File: config.mk
export PLATFORM = sky130hd
export DESIGN_NAME = button_event_encoder
export DESIGN_NICKNAME = d
export VERILOG_FILES = /design/src/rtl/button_pkg.sv /design/src/rtl/button_debouncer.sv /design/src/rtl/button_event_encoder.sv
export SDC_FILE = /design/constraint.sdc
export NUM_CORES = 1
export LEC_CHECK = 0
export CAP_MARGIN = 20
export CORE_AREA = 2 2 92 94
export DETAILED_ROUTE_END_ITERATION = 16
export DIE_AREA = 0 0 94 96
export SLEW_MARGIN = 25
export SYNTH_ARGS = -nofsm -noshare
export SYNTH_HDL_FRONTEND = slang
export SYNTH_SLANG_ARGS = --single-unit
File: constraint.sdc
create_clock -name clock -period 2.6 [get_ports clock]
set_clock_uncertainty 0.05 [all_clocks]
set_input_delay 0.26 -clock clock [delete_from_list [all_inputs] [get_ports clock]]
set_output_delay 0.26 -clock clock [all_outputs]
set_load 0.005 [all_outputs]
File: src/rtl/button_pkg.sv
// Shared constants for the push-button event path feeding the core's swCode input.
package button_pkg;

    localparam int BTN_CODE_NONE    = 0;
    localparam int BTN_CODE_BASE    = 1;
    localparam int DROP_COUNT_WIDTH = 8;

    // Writeback steers a non-zero swCode into this register.
    localparam logic [4:0] REG_DEST_R25 = 5'd25;

    function automatic int btnCode(input int index);
        return BTN_CODE_BASE + index;
    endfunction

endpackage

File: src/rtl/button_debouncer.sv
// One button: 2-flop synchroniser, stability counter and accepted level.
// rise_pulse is a one-cycle strobe aligned with stable going 0->1.
module button_debouncer #(
    parameter int DEBOUNCE_CYCLES = 16
) (
    input  logic clock,
    input  logic reset,
    input  logic buttonRaw,
    output logic stable,
    output logic rise_pulse
);

    localparam int CNT_W = (DEBOUNCE_CYCLES > 1) ? $clog2(DEBOUNCE_CYCLES) : 1;
    localparam logic [CNT_W-1:0] CNT_LAST = CNT_W'(DEBOUNCE_CYCLES - 1);

    logic             syncMeta;
    logic             syncOut;
    logic [CNT_W-1:0] count;

    always_ff @(posedge clock) begin
        if (reset) begin
            syncMeta   <= 1'b0;
            syncOut    <= 1'b0;
            stable     <= 1'b0;
            rise_pulse <= 1'b0;
            count      <= '0;
        end else begin
            syncMeta   <= buttonRaw;
            syncOut    <= syncMeta;
            rise_pulse <= 1'b0;
            if (syncOut == stable) begin
                count <= '0;
            end else if (count == CNT_LAST) begin
                stable     <= syncOut;
                rise_pulse <= syncOut;
                count      <= '0;
            end else begin
                count <= count + 1'b1;
            end
        end
    end

endmodule

File: src/rtl/button_event_encoder.sv
// Debounced button presses queued in a small FIFO and presented to the core
// as one-cycle non-zero codes, always separated by at least one zero cycle.
module button_event_encoder
    import button_pkg::*;
#(
    parameter int NUM_BUTTONS     = 3,
    parameter int DEBOUNCE_CYCLES = 16,
    parameter int FIFO_DEPTH      = 4,
    parameter int CODE_WIDTH      = 32
) (
    input  logic                          clock,
    input  logic                          reset,
    input  logic [NUM_BUTTONS-1:0]        buttons,
    output logic [CODE_WIDTH-1:0]         sw_code,
    output logic                          sw_valid,
    output logic [$clog2(FIFO_DEPTH):0]   fifo_level,
    output logic [DROP_COUNT_WIDTH-1:0]   drop_count
);

    localparam int AW = $clog2(FIFO_DEPTH);

    logic [NUM_BUTTONS-1:0] stableLevels;
    logic [NUM_BUTTONS-1:0] risePulses;
    logic [NUM_BUTTONS-1:0] pressEdge;
    logic [NUM_BUTTONS-1:0] pending;
    logic [NUM_BUTTONS-1:0] pendingClear;
    logic                   pendingAny;
    logic [CODE_WIDTH-1:0]  pendingCode;

    logic [AW:0]            wrPtr;
    logic [AW:0]            rdPtr;
    logic [CODE_WIDTH-1:0]  fifoMem [FIFO_DEPTH];
    logic                   fifoEmpty;
    logic                   fifoFull;
    logic                   gap;
    logic                   push;
    logic                   pop;
    logic                   drop;

    for (genvar g = 0; g < NUM_BUTTONS; g++) begin : gen_debounce
        button_debouncer #(
            .DEBOUNCE_CYCLES(DEBOUNCE_CYCLES)
        ) u_debouncer (
            .clock     (clock),
            .reset     (reset),
            .buttonRaw (buttons[g]),
            .stable    (stableLevels[g]),
            .rise_pulse(risePulses[g])
        );
    end

    assign pressEdge = risePulses & stableLevels;

    // Lowest index wins; the loop runs high-to-low so the last hit is the lowest.
    always_comb begin
        pendingClear = '0;
        pendingAny   = 1'b0;
        pendingCode  = CODE_WIDTH'(BTN_CODE_NONE);
        for (int i = NUM_BUTTONS - 1; i >= 0; i--) begin
            if (pending[i]) begin
                pendingClear    = '0;
                pendingClear[i] = 1'b1;
                pendingAny      = 1'b1;
                pendingCode     = CODE_WIDTH'(btnCode(i));
            end
        end
    end

    assign fifoEmpty  = (wrPtr == rdPtr);
    assign fifoFull   = (wrPtr[AW] != rdPtr[AW]) && (wrPtr[AW-1:0] == rdPtr[AW-1:0]);
    assign fifo_level = wrPtr - rdPtr;

    // A pop frees the head slot on the same edge, so a full FIFO still accepts a push.
    assign pop  = !fifoEmpty && !gap;
    assign push = pendingAny && (!fifoFull || pop);
    assign drop = pendingAny && fifoFull && !pop;

    always_ff @(posedge clock) begin
        if (reset) begin
            pending    <= '0;
            wrPtr      <= '0;
            rdPtr      <= '0;
            gap        <= 1'b0;
            sw_code    <= CODE_WIDTH'(BTN_CODE_NONE);
            sw_valid   <= 1'b0;
            drop_count <= '0;
        end else begin
            pending  <= (pending & ~pendingClear) | pressEdge;
            gap      <= pop;
            sw_valid <= pop;
            sw_code  <= pop ? fifoMem[rdPtr[AW-1:0]] : CODE_WIDTH'(BTN_CODE_NONE);
            if (push) begin
                wrPtr <= wrPtr + 1'b1;
            end
            if (pop) begin
                rdPtr <= rdPtr + 1'b1;
            end
            if (drop && (drop_count != '1)) begin
                drop_count <= drop_count + 1'b1;
            end
        end
    end

    always_ff @(posedge clock) begin
        if (push) begin
            fifoMem[wrPtr[AW-1:0]] <= pendingCode;
        end
    end

endmodule

Word-level counts from Yosys, hierarchy flattened
Memory sizes are Yosys's and may differ from the RTL's. A register that Yosys moved wholly into a read port is not among the register bits.
Cells that the tools add are included.
- add/sub/neg operators: 7
- multiply operators: 0
- divide/modulo/power cells: 0
- $lt $le $gt $ge: 0
- equality and inequality tests: 10
- shift operators: 0
- muxes and demuxes: 11
- bitwise gates (word level): 11
- reductions and logical operators: 21
- operator list (kind ; number):
    $mux W32 ; 2
    $reduce_or A3 Y1 ; 6
    $add A4 B1 Y4 const B ; 3
    $eq A4 B4 Y1 const B ; 3
    $mux W3 ; 3
    $add A8 B1 Y8 const B ; 1
    $ne A8 B8 Y1 const B ; 1
    $not A1 Y1 ; 7
    $add A3 B1 Y3 const B ; 2
    $and A3 B3 Y3 ; 2
    $logic_and A1 B1 Y1 ; 6
    $reduce_and A2 Y1 ; 3
    $mux W1 ; 5
    $logic_not A1 Y1 ; 4
    $eq A1 B1 Y1 ; 3
    $eq A3 B3 Y1 ; 1
    $not A3 Y3 ; 1
    $or A3 B3 Y3 ; 1
    $sub A3 B3 Y3 ; 1
    $eq A2 B2 Y1 ; 1
    $mux W2 ; 1
    $reduce_or A2 Y1 ; 1
    $logic_or A1 B1 Y1 ; 1
    $ne A1 B1 Y1 ; 1
- register bits: 42
- bits in latches: 0
- bits in writable memories: 128
- ROM bits: 0
- bits of input ports: 5
- output and inout port bits: 44
- word-level logic and storage cells: 81
- memories kept: 1
- memory list (memory ; words ; bits a word ; rd ports ; clocked after memory_dff ; wr ports ; RTL line ; source):
    fifoMem ; 4 ; 32 ; 1 ; 1 ; 1 ; button_event_encoder.sv:32 ; logic [CODE_WIDTH-1:0] fifoMem [FIFO_DEPTH];

Depth between registers and ports, before layout
- word-level depth: 7
- gate-level depth with buffers: 7
- depth with buffers taken out: 6

By module
Synthesis repeated with hierarchy kept, for this count alone.
- cells, all modules: 229
- area total of the unflattened synthesis: 2372.3 um^2
- modules (own cells, without submodules) (module ; instances ; cells an instance ; area an instance (um^2) ; sequential area each (um^2)):
    button_event_encoder ; 1 ; 154 ; 1527.7 ; 640.6
    button_debouncer ; 3 ; 25 ; 281.5 ; 160.2

Worst setup path before layout
OpenSTA, ideal clock, no wires.
- kind: register to register
- start point: register wrPtr[0]
- end point: register drop_count[5]
- setup time: 0.121 ns
- arrival time: 1.991 ns
- data required time: 2.429 ns
- slack: 0.439 ns
- cell stages (with the launch flop): 8
- path buffers: 1
- clock period less this slack: 2.161 ns
- path through: dfxtp_1 > inv_1 > ha_1 > nand3_1 > or3_1 > buf_2 > nor4_1 > mux2_2
- word-level cells in the longest chain between the ends: 6
- elaborated cells on any way between the ends: 9
- classes of those cells: 2 x eq/ne; 7 x reduce/logical
- ends and longest elaborated chain (element ; RTL line ; source):
    start: declaration ; button_event_encoder.sv:30 ; logic [AW:0] wrPtr;
    start signal: assignment ; button_event_encoder.sv:93 ; wrPtr <= wrPtr + 1'b1;
    $eq A3 B3 Y1 ; button_event_encoder.sv:69 ; assign fifoEmpty = (wrPtr == rdPtr);
    $logic_not A1 Y1 ; button_event_encoder.sv:74 ; assign pop = !fifoEmpty && !gap;
    $logic_and A1 B1 Y1 ; button_event_encoder.sv:74 ;
    $logic_not A1 Y1 ; button_event_encoder.sv:76 ; assign drop = pendingAny && fifoFull && !pop;
    $logic_and A1 B1 Y1 * ; button_event_encoder.sv:76 ;
    $logic_and A1 B1 Y1 * ; button_event_encoder.sv:98 ; if (drop && (drop_count != '1)) begin
    end signal: assignment ; button_event_encoder.sv:99 ; drop_count <= drop_count + 1'b1;
    end: declaration ; button_event_encoder.sv:17 ; output logic [DROP_COUNT_WIDTH-1:0] drop_count
Every way passes the cells marked *; elsewhere a longest branch is shown, timed or not.
A chain may end at the register's enable or synchronous reset.

Worst setup path after layout
- start point: register rdPtr[0]
- end point: output port fifo_level[2]
- word-level cells in the longest chain between the ends: 1
- ends and longest elaborated chain (element ; RTL line ; source):
    start: declaration ; button_event_encoder.sv:31 ; logic [AW:0] rdPtr;
    start signal: assignment ; button_event_encoder.sv:96 ; rdPtr <= rdPtr + 1'b1;
    $sub A3 B3 Y3 ; button_event_encoder.sv:71 ; assign fifo_level = wrPtr - rdPtr;
    end: declaration ; button_event_encoder.sv:16 ; output logic [$clog2(FIFO_DEPTH):0] fifo_level,
Every way passes these cells.

==> results.ini <==
[synth]
synth_edf_count = 8
seq_area_frac_synth = 0.474
syn_avg_cell_area_sq_um = 10.0
synth_cells = 236
async_reset_ff_frac = 0
synth_seq_cells = 52
synth_area_leaders = dfxtp_1, edfxtp_1, buf_4
synth_top_area_frac = 0.372
yosys.area.top_type = dfxtp_1
synth_area_sq_um = 2370
ys.flop_type = dfxtp_1
synth_cell_type_count = 39
synth_warnings = 0

[clocking]
cts_tree = yes
clk_pin_slew_ps = 80
cts_resized = 0
post_cts_buffers = 0
htree_levels = 2
cts_root_buf = clkbuf_8
worst_skew_pair.late_latency_ps = 300
cts.sinks = 52
cts_hold_buf = 0
cts_inserted_buffers = 5
cts_buffer_depth = 2

[run_status]
status = finished, final reports clean

[cells_and_area]
area_growth_pct = 10.7
final_nets = 271
final_cells = 359
fin_area_sq_um = 2620
drive_gt1_frac = 0.0512
diodes = 0

[die]
coreArea_sq_um = 8050
die_w_um = 94
boundaryPins = 49
initial_core_util = 0.294
die_area_sq_um = 9020
die_h_um = 96
rows = 33

[grt]
antenna_found_initial = 0
grt_pass1_wl_mm = 6.11
grt-ovfl-total = 0
grt_pass1_vias = 1409
globalRouteTotalUtil = 0.0848
grt_max_degree = 41

[job]
cap_violations = 0

[setup_path]
startpoint_type = register
cp-end-kind = output pin
cp.required_ps = 2290
path_class = register to output pin
crit_fanout = 5
cp_data_arrival_time_ps = 2100

[route]
num_vias = 1530
avgViaCountPerCell = 4.26
drt-pass1-iter-count = 4
wl_per_cell_um = 9.95
antenna_left = 0
drt_first_iter_violations = 79
drc_errors = 0
wl_mm = 3.57

[timing]
hold_slack_ps = 370
min_period_over_period = 0.927
hold_viol_final = 0
final.min_clock_period_ps = 2410
fin_ws_ps = 190
final.setup.tns_ps = 0
report.final.slew_viol_count = 0
finalSetupViolations = 0
rsz0062_at_grt = no
fmaxAchievable_ghz = 0.415

[place]
placedCellCount = 352
routabilityCongestion = 0.772
dpl.hpwl_mm = 2.55
place_area_sq_um = 2540
numPortBuffers = 18
pre_cts_ws_ps = 270

[power_and_ir_drop]
powerDensity_nw_per_um2 = 550
vdd_drop_max_mv = 0.227
leakagePower_nw = 1.01

[hold_path]
hp-class = register to register

[kinds of logic after synthesis]
| family | share of synthesized area |
|---|---|
| multiplexers | 0.0497 |
| AO/OA/AOI/OAI | 0.0529 |
| AND/OR/NAND/NOR | 0.183 |
| other | 0.00158 |
| flip-flops | 0.474 |
| adder cells (fa/ha/maj) | 0.0666 |
| XOR/XNOR | 0.0518 |
| buffers and inverters | 0.121 |
[critical path, stage by stage (launching register included)]
cell and delay (ps):
dfxtp_1 470, ha_1 190, inv_1 40, fa_1 370, xor2_1 200, clkdlybuf4s50_1 530
[cell type report]
cell class | instances | area, sq um
Sequential cell | 52 | 1120
Tap cell | 105 | 131
Multi-Input combinational cell | 167 | 1070
Fill cell | 836 | 5430
Clock buffer | 6 | 72.6
Clock inverter | 1 | 5.00
Timing Repair Buffer | 19 | 188
Inverter | 9 | 33.8
[flip-flops by register name, summed over array words and instances, names as in the netlist]
register and cells:
gen_debounce.u_debouncer.rise_pulse 3, wrPtr 3, sw_code 2, gen_debounce.u_debouncer.count 12, drop_count 8, pending 3, gen_debounce.u_debouncer.syncOut 3, fifoMem 8
rdPtr 3, gen_debounce.u_debouncer.syncMeta 3, gen_debounce.u_debouncer.stable 3, gap 1
[power by group]
part / switching (mW) / internal [mW]
sequential: 0.0199 / 0.831
clock: 0.235 / 0.183
combinational: 0.0753 / 0.0968
total: 0.330 / 1.11
[layout by cell type, fill, tap and decap left out, types with 6 or more instances in the layout]
cell,n
dfxtp_1,44
clkdlybuf4s50_1,18
nor2_1,25
inv_1,9
ha_1,11
xnor2_1,8
conb_1,30
edfxtp_1,8
nor3_1,7
xor2_1,6
nand2_1,7
nor2b_1,9
nand3_1,12
and2_1,6
[per-stage QoR]
stage / util / total power, mW
after floorplan: - / 1.00
after global placement: 0.316 / 1.04
after detailed placement: 0.316 / 1.04
after CTS: 0.325 / 1.47
after global routing: 0.325 / 1.53
final: 0.325 / 1.44
[routing by layer]
| metal | part of all wire | global-route usage |
|---|---|---|
| met5 | 0 | 0 |
| met4 | 0.011 | 0.0326 |
| met3 | 0.046 | 0.0235 |
| met2 | 0.48 | 0.149 |
| met1 | 0.46 | 0.0980 |
[worst paths after layout]
| kind | from | endpoint | slack (ps) | cells after the start |
|---|---|---|---|---|
| setup / recovery | rdPtr[0] | fifo_level[2] | 190 | 5 |
| setup reg to reg | wrPtr[0] | drop_count[5] | 240 | 6 |
| hold reg to reg | gen_debounce[0].u_debouncer.rise_pulse | pending[0] | 370 | 2 |
| hold / removal | gen_debounce[0].u_debouncer.rise_pulse | pending[0] | 370 | 2 |
[cell usage after synthesis (3+ instances only)]
cell / instances
a21oi_1: 5
and2_1: 6
and3_1: 3
and4_1: 3
buf_4: 30
clkbuf_1: 5
dfxtp_1: 44
edfxtp_1: 8
ha_1: 11
inv_1: 9
mux2i_1: 5
nand2_1: 7
nand3_1: 12
nor2_1: 25
nor2b_1: 9
nor3_1: 7
nor4b_1: 3
o21ai_0: 4
xnor2_1: 8
xor2_1: 6
No activity file was read; power rests on OpenSTA's default activity.
==> RTL edit, RTL diff (same settings) <==
Set the parameter `FIFO_DEPTH` to 8 (it was 4).
--- a/src/rtl/button_event_encoder.sv
+++ b/src/rtl/button_event_encoder.sv
@@ -5,7 +5,7 @@
 #(
     parameter int NUM_BUTTONS     = 3,
     parameter int DEBOUNCE_CYCLES = 16,
-    parameter int FIFO_DEPTH      = 4,
+    parameter int FIFO_DEPTH      = 8,
     parameter int CODE_WIDTH      = 32
 ) (
     input  logic                          clock,
Interface: changed (resized fifo_level); port bits go from 49 to 50. No check against the original RTL was run, so the function may have changed too.
==> RTL edit against the unedited design <==
  * Area after synthesis is 19% higher
  * Sequential cell count is 10 higher
  * Final area is 23% higher
  * Setup slack worse by 21 ps
  * Sequential power is 18% higher
  * Power is 35% higher
  * Wire length is 23% higher
  * Critical path type unchanged
==> RTL edit: results (changes against the unedited design) <==
layout:
  drive_gt1_share_pct: 11.2  # +6.1 points
  multi_input_cells: 189  # +13%
  final-clk-cell-share_pct: 5.98  # +3.0 points
  antenna_cells: 0  # unchanged
  seq_share_pct: 43.6  # +0.76 points
  fin_nets: 314  # +16%
  n_clock_buffer: 10  # +4
  nonClockInverterCount: 12  # +3
  fill_cells: 809  # -3.2%
  buffers: 25  # +6
  design_area_sq_um: 3220  # +23%
  multi_input_area_sq_um: 1210  # +14%
  largest_reg_flops: 16  # +4
  bufAreaShareNonClock_pct: 7.30  # +0.14 points
clock_tree:
  post-cts-setup-buffers: 0  # unchanged
  cts_buffers: 9  # +4
  cts_max_level: 3  # +1
  clockBufferDepth: 2  # unchanged
  clk_latency_ps: 330  # +30 ps
placed_design:
  placed_cells: 393  # +12%
  finalWeightedCongestion: 0.748  # -3.1%
  io_buffers: 19  # +1
  post-place-ws_ps: 456  # +185 ps
  place_area_sq_um: 3030  # +19%
  dp.final_hpwl_mm: 3.21  # +26%
yosys:
  synth_area_sq_um: 2820  # +19%
  ys_types: 42  # +7.7%
  seq_area_frac_synth_pct: 49.8  # +2.4 points
  synth_area_leaders: "dfxtp_1 (33%), edfxtp_1 (17%), buf_4 (8.0%)"
  synth_common_cells: "dfxtp_1 (46), nor2_1 (31), buf_4 (30)"
  ys_ff_latch: 62  # +19%
  synth_edf_count: 16  # +8
sta:
  whs_ps: 372  # +1.95 ps
  fmax_mhz: 411  # -0.85%
run_status:
  status: "finished, final reports clean"
grt:
  grtUsageTotal_pct: 11.0  # +2.5 points
  grt_start_max_net_pins: 22  # -46%
  grt_pass1_wl_mm: 7.62  # +25%
  grt_pass1_vias: 1738  # +23%
setup_path:
  crit_fanout: 9  # +4
  rr_worst_depth: 6  # unchanged
  reg2reg_from: "rdPtr[2]$_SDFFE_PP0P_"
  worst-endpoint-arrival_ps: 2120  # +20 ps
  crit_path_start: "wrPtr[1]$_SDFFE_PP0P_"
  rrSetupSlack_ps: 490  # +250 ps
  cp-endpoint: "fifo_level[3]"
drt:
  post_drt_wl_per_cell_um: 10.7  # +8.0%
  vias: 1825  # +19%
  detail_route.iter0.violations: 63  # -20%
  drt_wl_total_mm: 4.39  # +23%
pwr:
  p_leak_nw: 1.25  # +24%
  ir_drop_uv: 314  # +38%
## RTL edit: where the power goes
group,internal [mW],total [mW],switching (mW)
Clock,0.450,0.817,0.367
Combinational,0.0661,0.125,0.0592
Sequential,0.994,1.00,0.00614
Total,1.51,1.94,0.433
## RTL edit: routing by layer
layer  GRT usage, %  routed length, um
met3           4.54                223
met5              0                  0
met1           12.7               2020
met2           18.2               2080
met4           4.23                 73
## RTL edit: cells by family after synthesis
kind of cell | synth area share, %
buffers and inverters | 11.0
other | 0.133
and+or+nand+nor | 16.4
adders and majority gates | 4.71
DFF | 49.8
muxes | 5.69
xor gates and xnor gates | 5.60
AOI/OAI and AO/OA | 6.67
## RTL edit: repair_timing
action / CTS / global route
gates resized for setup: 0 / 1
hold buffers: 0 / 0
endpoints found under the setup margin: 0 / 1
## RTL edit: critical path, stage by stage, from the launching register on
cell and delay (ps):
dfxtp_1 500, ha_1 320, a21o_1 170, a21oi_1 170, xnor2_1 130, clkdlybuf4s50_1 510
